$ cat config.mk
export PLATFORM = sky130hd
export DESIGN_NAME = interrupt_controller
export DESIGN_NICKNAME = d
export VERILOG_FILES = /design/src/rtl/interrupt_controller.sv
export SDC_FILE = /design/constraint.sdc
export NUM_CORES = 1
export LEC_CHECK = 0
export ABC_AREA = 0
export CORE_UTILIZATION = 49
export DETAILED_ROUTE_END_ITERATION = 10
export GPL_TIMING_DRIVEN = 1
export HOLD_SLACK_MARGIN = 0.1
export PLACE_DENSITY = 0.84
export SYNTH_ARGS = -nofsm -noshare
export SYNTH_HDL_FRONTEND = slang
export SYNTH_SLANG_ARGS = --single-unit
export TNS_END_PERCENT = 50
$ cat constraint.sdc
create_clock -name CLK -period 3 [get_ports CLK]
set_input_delay 0.45 -clock CLK [delete_from_list [all_inputs] [get_ports CLK]]
set_output_delay 0.45 -clock CLK [all_outputs]
set_load 0.01 [all_outputs]
$ cat src/rtl/interrupt_controller.sv
// Interrupt controller: synchronises and latches IRQs, owns IE, raises a single-level vectored request, and wakes the core from HALT.
// Latency: IRQ pin to PENDING takes SYNC_STAGES+1 edges; a COMMIT raises INT_REQ one cycle later. INT_REQ is held until INT_ACK or a committed DI.
module interrupt_controller #(
  parameter int          NUM_IRQ       = 4,
  parameter logic [15:0] VECTOR_BASE   = 16'h0010,
  parameter logic [15:0] VECTOR_STRIDE = 16'h0004,
  parameter int          SYNC_STAGES   = 2
) (
  input  logic               CLK,
  input  logic               RESET_N,
  input  logic               COMMIT,
  input  logic               EIX,
  input  logic               DIX,
  input  logic               RETIX,
  input  logic               PC_ENX,
  input  logic [NUM_IRQ-1:0] IRQ,
  input  logic               INT_ACK,
  output logic               INT_REQ,
  output logic [15:0]        INT_VECTOR,
  output logic [2:0]         INT_ID,
  output logic               IE,
  output logic               IN_SERVICE,
  output logic [NUM_IRQ-1:0] PENDING,
  output logic               WAKE
);

  typedef enum logic [1:0] {S_IDLE, S_REQ, S_SERVICE} state_t;

  state_t             state;
  logic               ie_saved;
  logic               ack_take;
  logic [NUM_IRQ-1:0] sync_q [SYNC_STAGES];
  logic [NUM_IRQ-1:0] sync_prev;
  logic [NUM_IRQ-1:0] irq_rise;
  logic [NUM_IRQ-1:0] pend_clr;
  logic [NUM_IRQ-1:0] pend_nxt;
  logic [2:0]         sel_id;
  logic [15:0]        sel_vector;

  always_ff @(posedge CLK or negedge RESET_N) begin
    if (!RESET_N) begin
      for (int s = 0; s < SYNC_STAGES; s++) sync_q[s] <= '0;
      sync_prev <= '0;
    end else begin
      sync_q[0] <= IRQ;
      for (int s = 1; s < SYNC_STAGES; s++) sync_q[s] <= sync_q[s-1];
      sync_prev <= sync_q[SYNC_STAGES-1];
    end
  end

  assign irq_rise = sync_q[SYNC_STAGES-1] & ~sync_prev;
  assign ack_take = (state == S_REQ) && INT_ACK;

  // Lowest pending index wins; the clear mask targets the frozen INT_ID, not the live selection.
  always_comb begin
    sel_id   = '0;
    pend_clr = '0;
    for (int i = NUM_IRQ - 1; i >= 0; i--) begin
      if (PENDING[i]) sel_id = 3'(i);
    end
    for (int i = 0; i < NUM_IRQ; i++) begin
      pend_clr[i] = ack_take && (INT_ID == 3'(i));
    end
  end

  assign sel_vector = VECTOR_BASE + VECTOR_STRIDE * {13'd0, sel_id};
  assign pend_nxt   = (PENDING & ~pend_clr) | irq_rise;

  always_ff @(posedge CLK or negedge RESET_N) begin
    if (!RESET_N) begin
      state      <= S_IDLE;
      INT_REQ    <= 1'b0;
      INT_VECTOR <= '0;
      INT_ID     <= '0;
      IE         <= 1'b0;
      ie_saved   <= 1'b0;
      IN_SERVICE <= 1'b0;
      PENDING    <= '0;
      WAKE       <= 1'b0;
    end else begin
      PENDING <= pend_nxt;
      WAKE    <= !PC_ENX && (PENDING == '0) && (pend_nxt != '0);
      if (COMMIT && DIX)      IE <= 1'b0;
      else if (COMMIT && EIX) IE <= 1'b1;
      case (state)
        S_IDLE: begin
          if (COMMIT && IE && (PENDING != '0)) begin
            state      <= S_REQ;
            INT_REQ    <= 1'b1;
            INT_ID     <= sel_id;
            INT_VECTOR <= sel_vector;
          end
        end
        S_REQ: begin
          if (INT_ACK) begin
            state      <= S_SERVICE;
            INT_REQ    <= 1'b0;
            IN_SERVICE <= 1'b1;
            ie_saved   <= IE;
            IE         <= 1'b0;
          end else if (COMMIT && DIX) begin
            state      <= S_IDLE;
            INT_REQ    <= 1'b0;
            INT_ID     <= '0;
            INT_VECTOR <= '0;
          end
        end
        S_SERVICE: begin
          if (COMMIT && RETIX) begin
            state      <= S_IDLE;
            IN_SERVICE <= 1'b0;
            IE         <= ie_saved;
            INT_ID     <= '0;
            INT_VECTOR <= '0;
          end
        end
        default: state <= S_IDLE;
      endcase
    end
  end

endmodule

# Word-level counts from Yosys, hierarchy flattened

Index checks and enable logic that the tools add are counted.

Flip-flop bits (word level): 42
Logic and storage cells: 86

Add/sub/neg operators: 1
Eq/ne operators: 11
Mux-type cells: 31
Bitwise logic cells: 5
Reduce and logical (&&, ||, !) cells: 26

Operator list:

| kind                | number |
|---|---|
| $mux 16             | 4 |
| $pmux 16 s3         | 1 |
| $mux 3              | 7 |
| $logic_and 1x1->1   | 12 |
| $mux 2              | 5 |
| $mux 1              | 9 |
| $pmux 3 s3          | 1 |
| $reduce_and 3->1    | 3 |
| $and 4x4->4         | 2 |
| $ne 2x2->1 const B  | 4 |
| $not 4->4           | 2 |
| $reduce_bool 4->1   | 2 |
| $add 5x5->6 const A | 1 |
| $eq 3x2->1 const B  | 2 |
| $pmux 1 s2          | 3 |
| $pmux 2 s3          | 1 |
| $reduce_and 5->1    | 1 |
| $logic_not 4->1     | 1 |
| $or 4x4->4          | 1 |
| $reduce_bool 2->1   | 2 |
| $eq 3x1->1 const B  | 1 |
| $logic_not 3->1     | 1 |
| $ne 3x2->1 const B  | 1 |
| $reduce_bool 3->1   | 1 |
| other kinds (6)     | 6 |

# Depth between registers and ports, before layout

Gate-level depths: netlist (run 1).

Depth in word-level cells: 8
Depth in mapped cells: 7
Mapped depth without buffers: 6

# Least setup slack after synthesis (run 1)

No wires, ideal clock.

Kind: reg-to-reg
Start point: register state[0]
End point: register INT_ID[0]
Data arrival time: 1562 ps
Required time: 2875 ps
Path slack: 1313 ps
Stages on the path, launching flop included: 7
Period minus slack after synthesis: 1687 ps
Cell sequence: dfrtp_1 > inv_1 > ha_1 > a21boi_0 > a221oi_4 > nand3b_4 > mux2_4

Longest elaborated chain between the ends: 3

Ends and longest elaborated chain:

| item                                                      | RTL line | text |
|---|---|---|
| from (decl)                                               | 29       | `state_t state;` |
| from (signal assigned)                                    | 71       | `state <= S_IDLE;` |
| from (signal assigned)                                    | 88       | `state <= S_REQ;` |
| from (signal assigned)                                    | 96       | `state <= S_SERVICE;` |
| $eq 2x2->1, or another cell as far along                  | 85       | `case (state)` |
| $ne 2x2->1 (no source line), or another cell as far along | --       |  |
| $reduce_and 5->1 (no source line)                         | --       |  |
| to (signal assigned)                                      | 90       | `INT_ID <= sel_id;` |
| to (decl)                                                 | 20       | `output logic [2:0] INT_ID,` |

Several ways; a longest one is shown, not always the timed one.
A chain may end at the register's enable or synchronous reset.

# Worst setup path in the final report (run 1)

Start point: register state[1]
End point: register WAKE

Longest elaborated chain between the ends: 8

Ends and longest elaborated chain:

| item                 | RTL line | text |
|---|---|---|
| $eq 2x1->1           | 52       | `assign ack_take = (state == S_REQ) && INT_ACK;` |
| $logic_and 1x1->1    | 52       |  |
| $logic_and 1x1->1    | 62       | `pend_clr[i] = ack_take && (INT_ID == 3'(i));` |
| $not 4->4            | 67       | `assign pend_nxt = (PENDING & ~pend_clr) \| irq_rise;` |
| $and 4x4->4          | 67       |  |
| $or 4x4->4           | 67       |  |
| via pend_nxt[0]      | 36       | `logic [NUM_IRQ-1:0] pend_nxt;` |
| $reduce_bool 4->1    | 82       | `WAKE <= !PC_ENX && (PENDING == '0) && (pend_nxt != '0);` |
| $logic_and 1x1->1    | 82       |  |
| to (signal assigned) | 82       |  |
| to (decl)            | 24       | `output logic WAKE` |

The timed path passes the listed nets, and every way through them passes these cells.

==> impl_metrics.yaml, run 1 <==
status:
  outcome: "complete, no violations"
logic_synthesis:
  syn_avg_cell_area_sq_um: 11.6
  post-synth-top-area-fraction: 0.525
  synth_common_cells: "26 x dfrtp_1, 16 x buf_4, 11 x o21ai_0"
  synth_compound_area_frac: 0.150
  ys_types: 29
  synth_top_family_by_area: "compound AO/OA/AOI/OAI gates"
  synth-main-ff-cell: "dfrtp_1"
  yosys.area_share.adder: 0.0404
  yosys_warnings: 0
  synth-xor-area-share: 0
  muxShareOfSynthArea: 0.0464
  seq_area_frac_synth: 0.525
  synth_top_cell_by_area: "dfrtp_1"
  synthCells: 107
  syn-cell-area_sq_um: 1240
  synth.most_common_cell: "dfrtp_1"
  synth_simple_gate_area_frac: 0.102
  synth-edff-count: 0
  synth_seq_cells: 26
  synthArstFlopShare: 1.00
  yosys-top-cells-area: "dfrtp_1 52%, buf_4 9.7%, o21ai_0 4.4%"
drt:
  wl_mm: 2.12
  drt_iter0_drc: 8
  vias_per_cell: 5.24
  postRouteAntennaNets: 0
  drtPass1Iterations: 6
  wl_per_cell_microns: 13.3
  drc: 0
  vias: 833
hold_path:
  min-delay-start: "sync_q[7]"
  hold_depth: 0
  hp-class: "reg2reg"
  holdPathEnd: "sync_q[3]"
critical_path:
  cp-start-kind: "flop"
  cp-end-kind: "flop"
  r2r_cells: 6
  cpMaxStageDelayCell: "dfrtp_1"
  path_max_fanout: 9
  crit_arrival_ps: 2070
  crit_start: "state[1]"
  r2r-end: "WAKE"
  worstSetupPathType: "reg2reg"
  crit_chain: "inv_1 > ha_1 > nand2_1 > o31ai_1 > o21ai_0 > o311a_1"
  reg2reg_slack_ps: 1120
  critPathMaxStageDelay_ps: 430
  reg2reg_from: "state[1]"
  crit_required_ps: 3190
place:
  post-place-ws_ps: 860
  placed_area_sq_um: 1440
  dp.cells: 156
  port_buffers: 24
  dp_hpwl_mm: 1.66
  gp_congestion: 0.839
global_routing:
  track_usage: 0.174
  grt-ovfl-total: 0
  grt_max_degree: 27
  grt_pass1_wl_mm: 3.48
  grt_pass1_vias: 814
  antenna_found_initial: 0
power_and_ir_drop:
  powerDensity_nw_per_um2: 747
  total_leakage_power_nw: 0.676
  ir_drop_uv: 467
  p_total_mw: 1.09
sta:
  rsz0062_at_grt: "no"
  final_max_slew_viol_count: 0
  min_period_ps: 1880
  fin_crit_sh: 0.627
  setup-violations-final: 0
  holdWs_ps: 368
  tns_ps: 0
  finalClockSkew_ps: 1.03
  fin_ws_ps: 1120
  fmax_mhz: 532
  finalHoldViolCount: 0
floorplan:
  core_region_area_sq_um: 2300
  die_h_microns: 52.3
  die_w_microns: 52.3
  fp-row-count: 17
  dieArea_sq_um: 2740
  io_pins: 39
  start_util: 0.540
flow_run:
  drv_cap: 0
clocking:
  cts-hold-fix-buffers: 0
  tritoncts: "yes"
  clk_latency_ps: 300
  numCtsBuffers: 3
  clk_pin_slew_ps: 120
  cts.path.max_buffers: 2
  htree_levels: 1
  post_cts_buffers: 0
  post_cts_resized: 0
  cts.sinks: 26
  cts_root_buf: "clkbuf_4"
layout:
  diodes: 0
  final_area_sq_um: 1460
  fillers: 184
  nets: 149
  final_util: 0.637
  final_cells: 159
  area_delta_synth_final_pct: 18.0
  final_layout_size_suffix_gt1_frac: 0.0992
## sequential cells by signal, summed over array words and instances (netlist names), 2 cells and up
| register | flops |
|---|---|
| INT_VECTOR | 2 |
| PENDING | 4 |
| state | 2 |
| sync_prev | 4 |
| sync_q | 8 |
## per-layer routing
layer  share of wire  wire length, microns  up-vias  track usage
li1                -                     -      386            -
met1            0.39                   830      403        0.193
met2            0.53                  1130       40        0.327
met3           0.063                   134        4       0.0232
met4           0.012                    25        0       0.0702
met5               0                     0        -            0
## cells by family (layout without fill, tap and decap cells)
| logic type | after synthesis | in the layout |
|---|---|---|
| AOI/OAI and AO/OA | 25 | 25 |
| adders and majority gates | 4 | 4 |
| buffers and inverters | 26 | 37 |
| DFF | 26 | 26 |
| muxes | 5 | 5 |
| other | 1 | 14 |
| and+or+nand+nor | 20 | 20 |
## worst max path at each step
stage / endpoint / slack (ps) / cells past startpoint
6_report: WAKE / 1120 / 6
5_1_grt: WAKE / 930 / 6
4_1_cts: WAKE / 1110 / 6
3_5_place_dp: INT_ID[0] / 860 / 5
3_3_place_gp: INT_ID[0] / 900 / 5
2_1_floorplan: INT_ID[0] / 1310 / 6
## power by group
group | internal [mW] | switching (mW)
Combinational | 0.242 | 0.235
Clock | 0.0468 | 0.0863
Sequential | 0.416 | 0.0666
Total | 0.705 | 0.388
## layout by cell type, fill, tap and decap left out, drive strengths merged
master	netlist	layout
a21o	1	1
nor3	2	2
a221oi	1	1
a22o	1	1
o31ai	3	3
nand3b	1	1
clkbuf	0	3
dfrtp	26	26
buf	17	1
ha	4	4
a21oi	2	2
mux2i	2	2
a32o	2	2
inv	9	9
a21boi	1	1
nand3	3	3
clkdlybuf4s50	0	24
mux2	3	3
nand2b	2	2
nor4	1	1
and2	1	1
o21ai	12	12
conb	1	14
nand2	10	10
o311a	1	1
o2111ai	1	1
## cell type report
class	count	area [sq um]	share of cell area
tap	28	35.0	0.0240
inverter	9	33.8	0.0231
multi-input combinational	68	473	0.323
timing repair buffer	25	248	0.169
clock buffer	3	22.5	0.0154
sequential	26	651	0.445
## critical path: cells and delay by family, from the launching register on
| kind | cells | cell delay (ps) |
|---|---|---|
| AO/OA/AOI/OAI | 3 | 760 |
| adder cells (fa/ha/maj) | 1 | 320 |
| buffers and inverters | 1 | 100 |
| flip-flops | 1 | 430 |
| AND/OR/NAND/NOR | 1 | 160 |
Note: power is estimated with default switching activity, not from simulation.
==> inputs of run 2 (changes only) <==
--- a/config.mk
+++ b/config.mk
@@ -6,11 +6,11 @@
 export NUM_CORES = 1
 export LEC_CHECK = 0
 export ABC_AREA = 0
-export CORE_UTILIZATION = 49
+export CORE_UTILIZATION = 45
 export DETAILED_ROUTE_END_ITERATION = 10
 export GPL_TIMING_DRIVEN = 1
 export HOLD_SLACK_MARGIN = 0.1
-export PLACE_DENSITY = 0.84
+export PLACE_DENSITY = 0.78
 export SYNTH_ARGS = -nofsm -noshare
 export SYNTH_HDL_FRONTEND = slang
 export SYNTH_SLANG_ARGS = --single-unit
==> constraint.sdc (replaced) <==
create_clock -name CLK -period 1.9 [get_ports CLK]
set_input_delay 0.285 -clock CLK [delete_from_list [all_inputs] [get_ports CLK]]
set_output_delay 0.285 -clock CLK [all_outputs]
set_load 0.01 [all_outputs]
==> impl_metrics.yaml, run 2 (same netlist as run 1, synthesis figures left out) <==
status:
  outcome: "complete, no violations"
critical_path:
  path_max_fanout: 4
  cp-end-kind: "flop"
  crit_chain: "inv_1 > ha_2 > a21boi_0 > a221oi_4 > nand3b_4 > mux2_4"
  crit_start: "state[1]"
  cpMaxStageDelayCell: "dfrtp_1"
  critPathMaxStageDelay_ps: 440
  reg2reg_from: "state[1]"
  crit_required_ps: 2110
  worstSetupPathType: "reg2reg"
  crit_arrival_ps: 1960
  worst-path-buf-inv: 1
  crit_family: "compound AO/OA/AOI/OAI gates"
  cp-start-kind: "flop"
clocking:
  cts.sinks: 26
  cts_root_buf: "clkbuf_4"
  clk_pin_slew_ps: 120
  htree_levels: 1
  cts.path.max_buffers: 2
  cts-hold-fix-buffers: 0
  post_cts_resized: 0
  clk_latency_ps: 310
  numCtsBuffers: 3
  tritoncts: "yes"
  post_cts_buffers: 0
global_routing:
  track_usage: 0.173
  grt_pass1_vias: 844
  antenna_found_initial: 0
  grt_pass1_wl_mm: 3.56
  grt_max_degree: 27
  grt-ovfl-total: 0
layout:
  final_util: 0.597
  multi_input_area_sq_um: 475
  final_cells: 168
  final_layout_size_suffix_gt1_frac: 0.152
  diodes: 0
  area_delta_synth_final_pct: 22.6
  nets: 156
  reg_top3: "sync_q x8, PENDING x4, sync_prev x4"
  final_cell_mix: "26 x dfrtp_1, 24 x clkdlybuf4s50_1, 14 x conb_1"
  top_register: "sync_q"
  largest_reg_flops: 8
  regArea_sq_um: 651
  layout_commonest_cell: "dfrtp_1"
  fillers: 224
drt:
  wl_mm: 2.17
  drtPass1Iterations: 4
  vias: 848
  postRouteAntennaNets: 0
  vias_per_cell: 5.05
  wl_per_cell_microns: 12.9
  drc: 0
  drt_iter0_drc: 14
place:
  gp_congestion: 0.844
  dp_hpwl_mm: 1.75
  dp.cells: 165
  port_buffers: 24
sta:
  finalHoldViolCount: 0
  rsz0062_at_grt: "no"
  setup-violations-final: 0
  finalClockSkew_ps: 3.27
  fin_crit_sh: 0.924
  fmax_mhz: 570
  final_max_slew_viol_count: 0
  tns_ps: 0
  min_period_ps: 1750
power_and_ir_drop:
  internal_power_mw: 1.17
  p_switching_mw: 0.627
  power_frac_comb: 0.452
  ir_drop_uv: 689
  seqPwrFrac: 0.427
  total_leakage_power_nw: 0.708
  powerDensity_nw_per_um2: 1180
  netSwitchingFraction: 0.349
  p_clk_frac: 0.121
floorplan:
  fp-row-count: 18
  die_w_microns: 54.5
  dieArea_sq_um: 2970
  io_pins: 39
  start_util: 0.487
  die_h_microns: 54.5
  core_region_area_sq_um: 2540
flow_run:
  drv_cap: 0
hold_path:
  hp-class: "in2async"
-- run 2: layout make-up --
class | count | share of cell area
tap | 30 | 0.0247
inverter | 9 | 0.0222
multi-input combinational | 68 | 0.313
clock buffer | 3 | 0.0148
sequential | 26 | 0.428
timing repair buffer | 32 | 0.198
-- run 2: power by group through the flow --
stage	clock network [mW]	registers (mW)	logic, mW
after floorplan	0	0.780	0.517
after global placement	0	0.771	0.786
after detailed placement	0	0.781	0.812
after CTS	0.232	0.769	0.816
after global routing	0.250	0.784	0.898
final	0.218	0.767	0.811
-- run 2: metal layers --
metal / track usage / up-vias / wire length, microns
met4: 0.0769 / 0 / 38
met2: 0.305 / 34 / 1080
met3: 0.0361 / 6 / 118
li1: - / 403 / -
met5: 0 / - / 0
met1: 0.200 / 405 / 926
-- run 2: path summary, 6_finish.rpt --
kind / end / slack, ps / cells after the start
hold / removal: INT_ID[0] / 320 / 2
hold reg to reg: sync_q[0] / 370 / 0
setup / recovery: INT_ID[0] / 150 / 6
max in group asynchronous: ie_saved / 1330 / 2
min in group CLK: sync_q[0] / 370 / 0
setup reg to reg: INT_ID[0] / 150 / 6
-- run 2: metrics by stage --
stage / worst slack [ps] / power (mW) / instance area, sq um / hold slack [ps]
6_report: 145 / 1.80 / 1520 / 323
5_1_grt: 29.6 / 1.93 / 1520 / 348
4_1_cts: 60.1 / 1.82 / 1520 / 329
3_5_place_dp: 29.2 / 1.59 / 1500 / 338
3_3_place_gp: 71.7 / 1.56 / 1500 / 337
2_1_floorplan: 213 / 1.30 / 1290 / -10.6
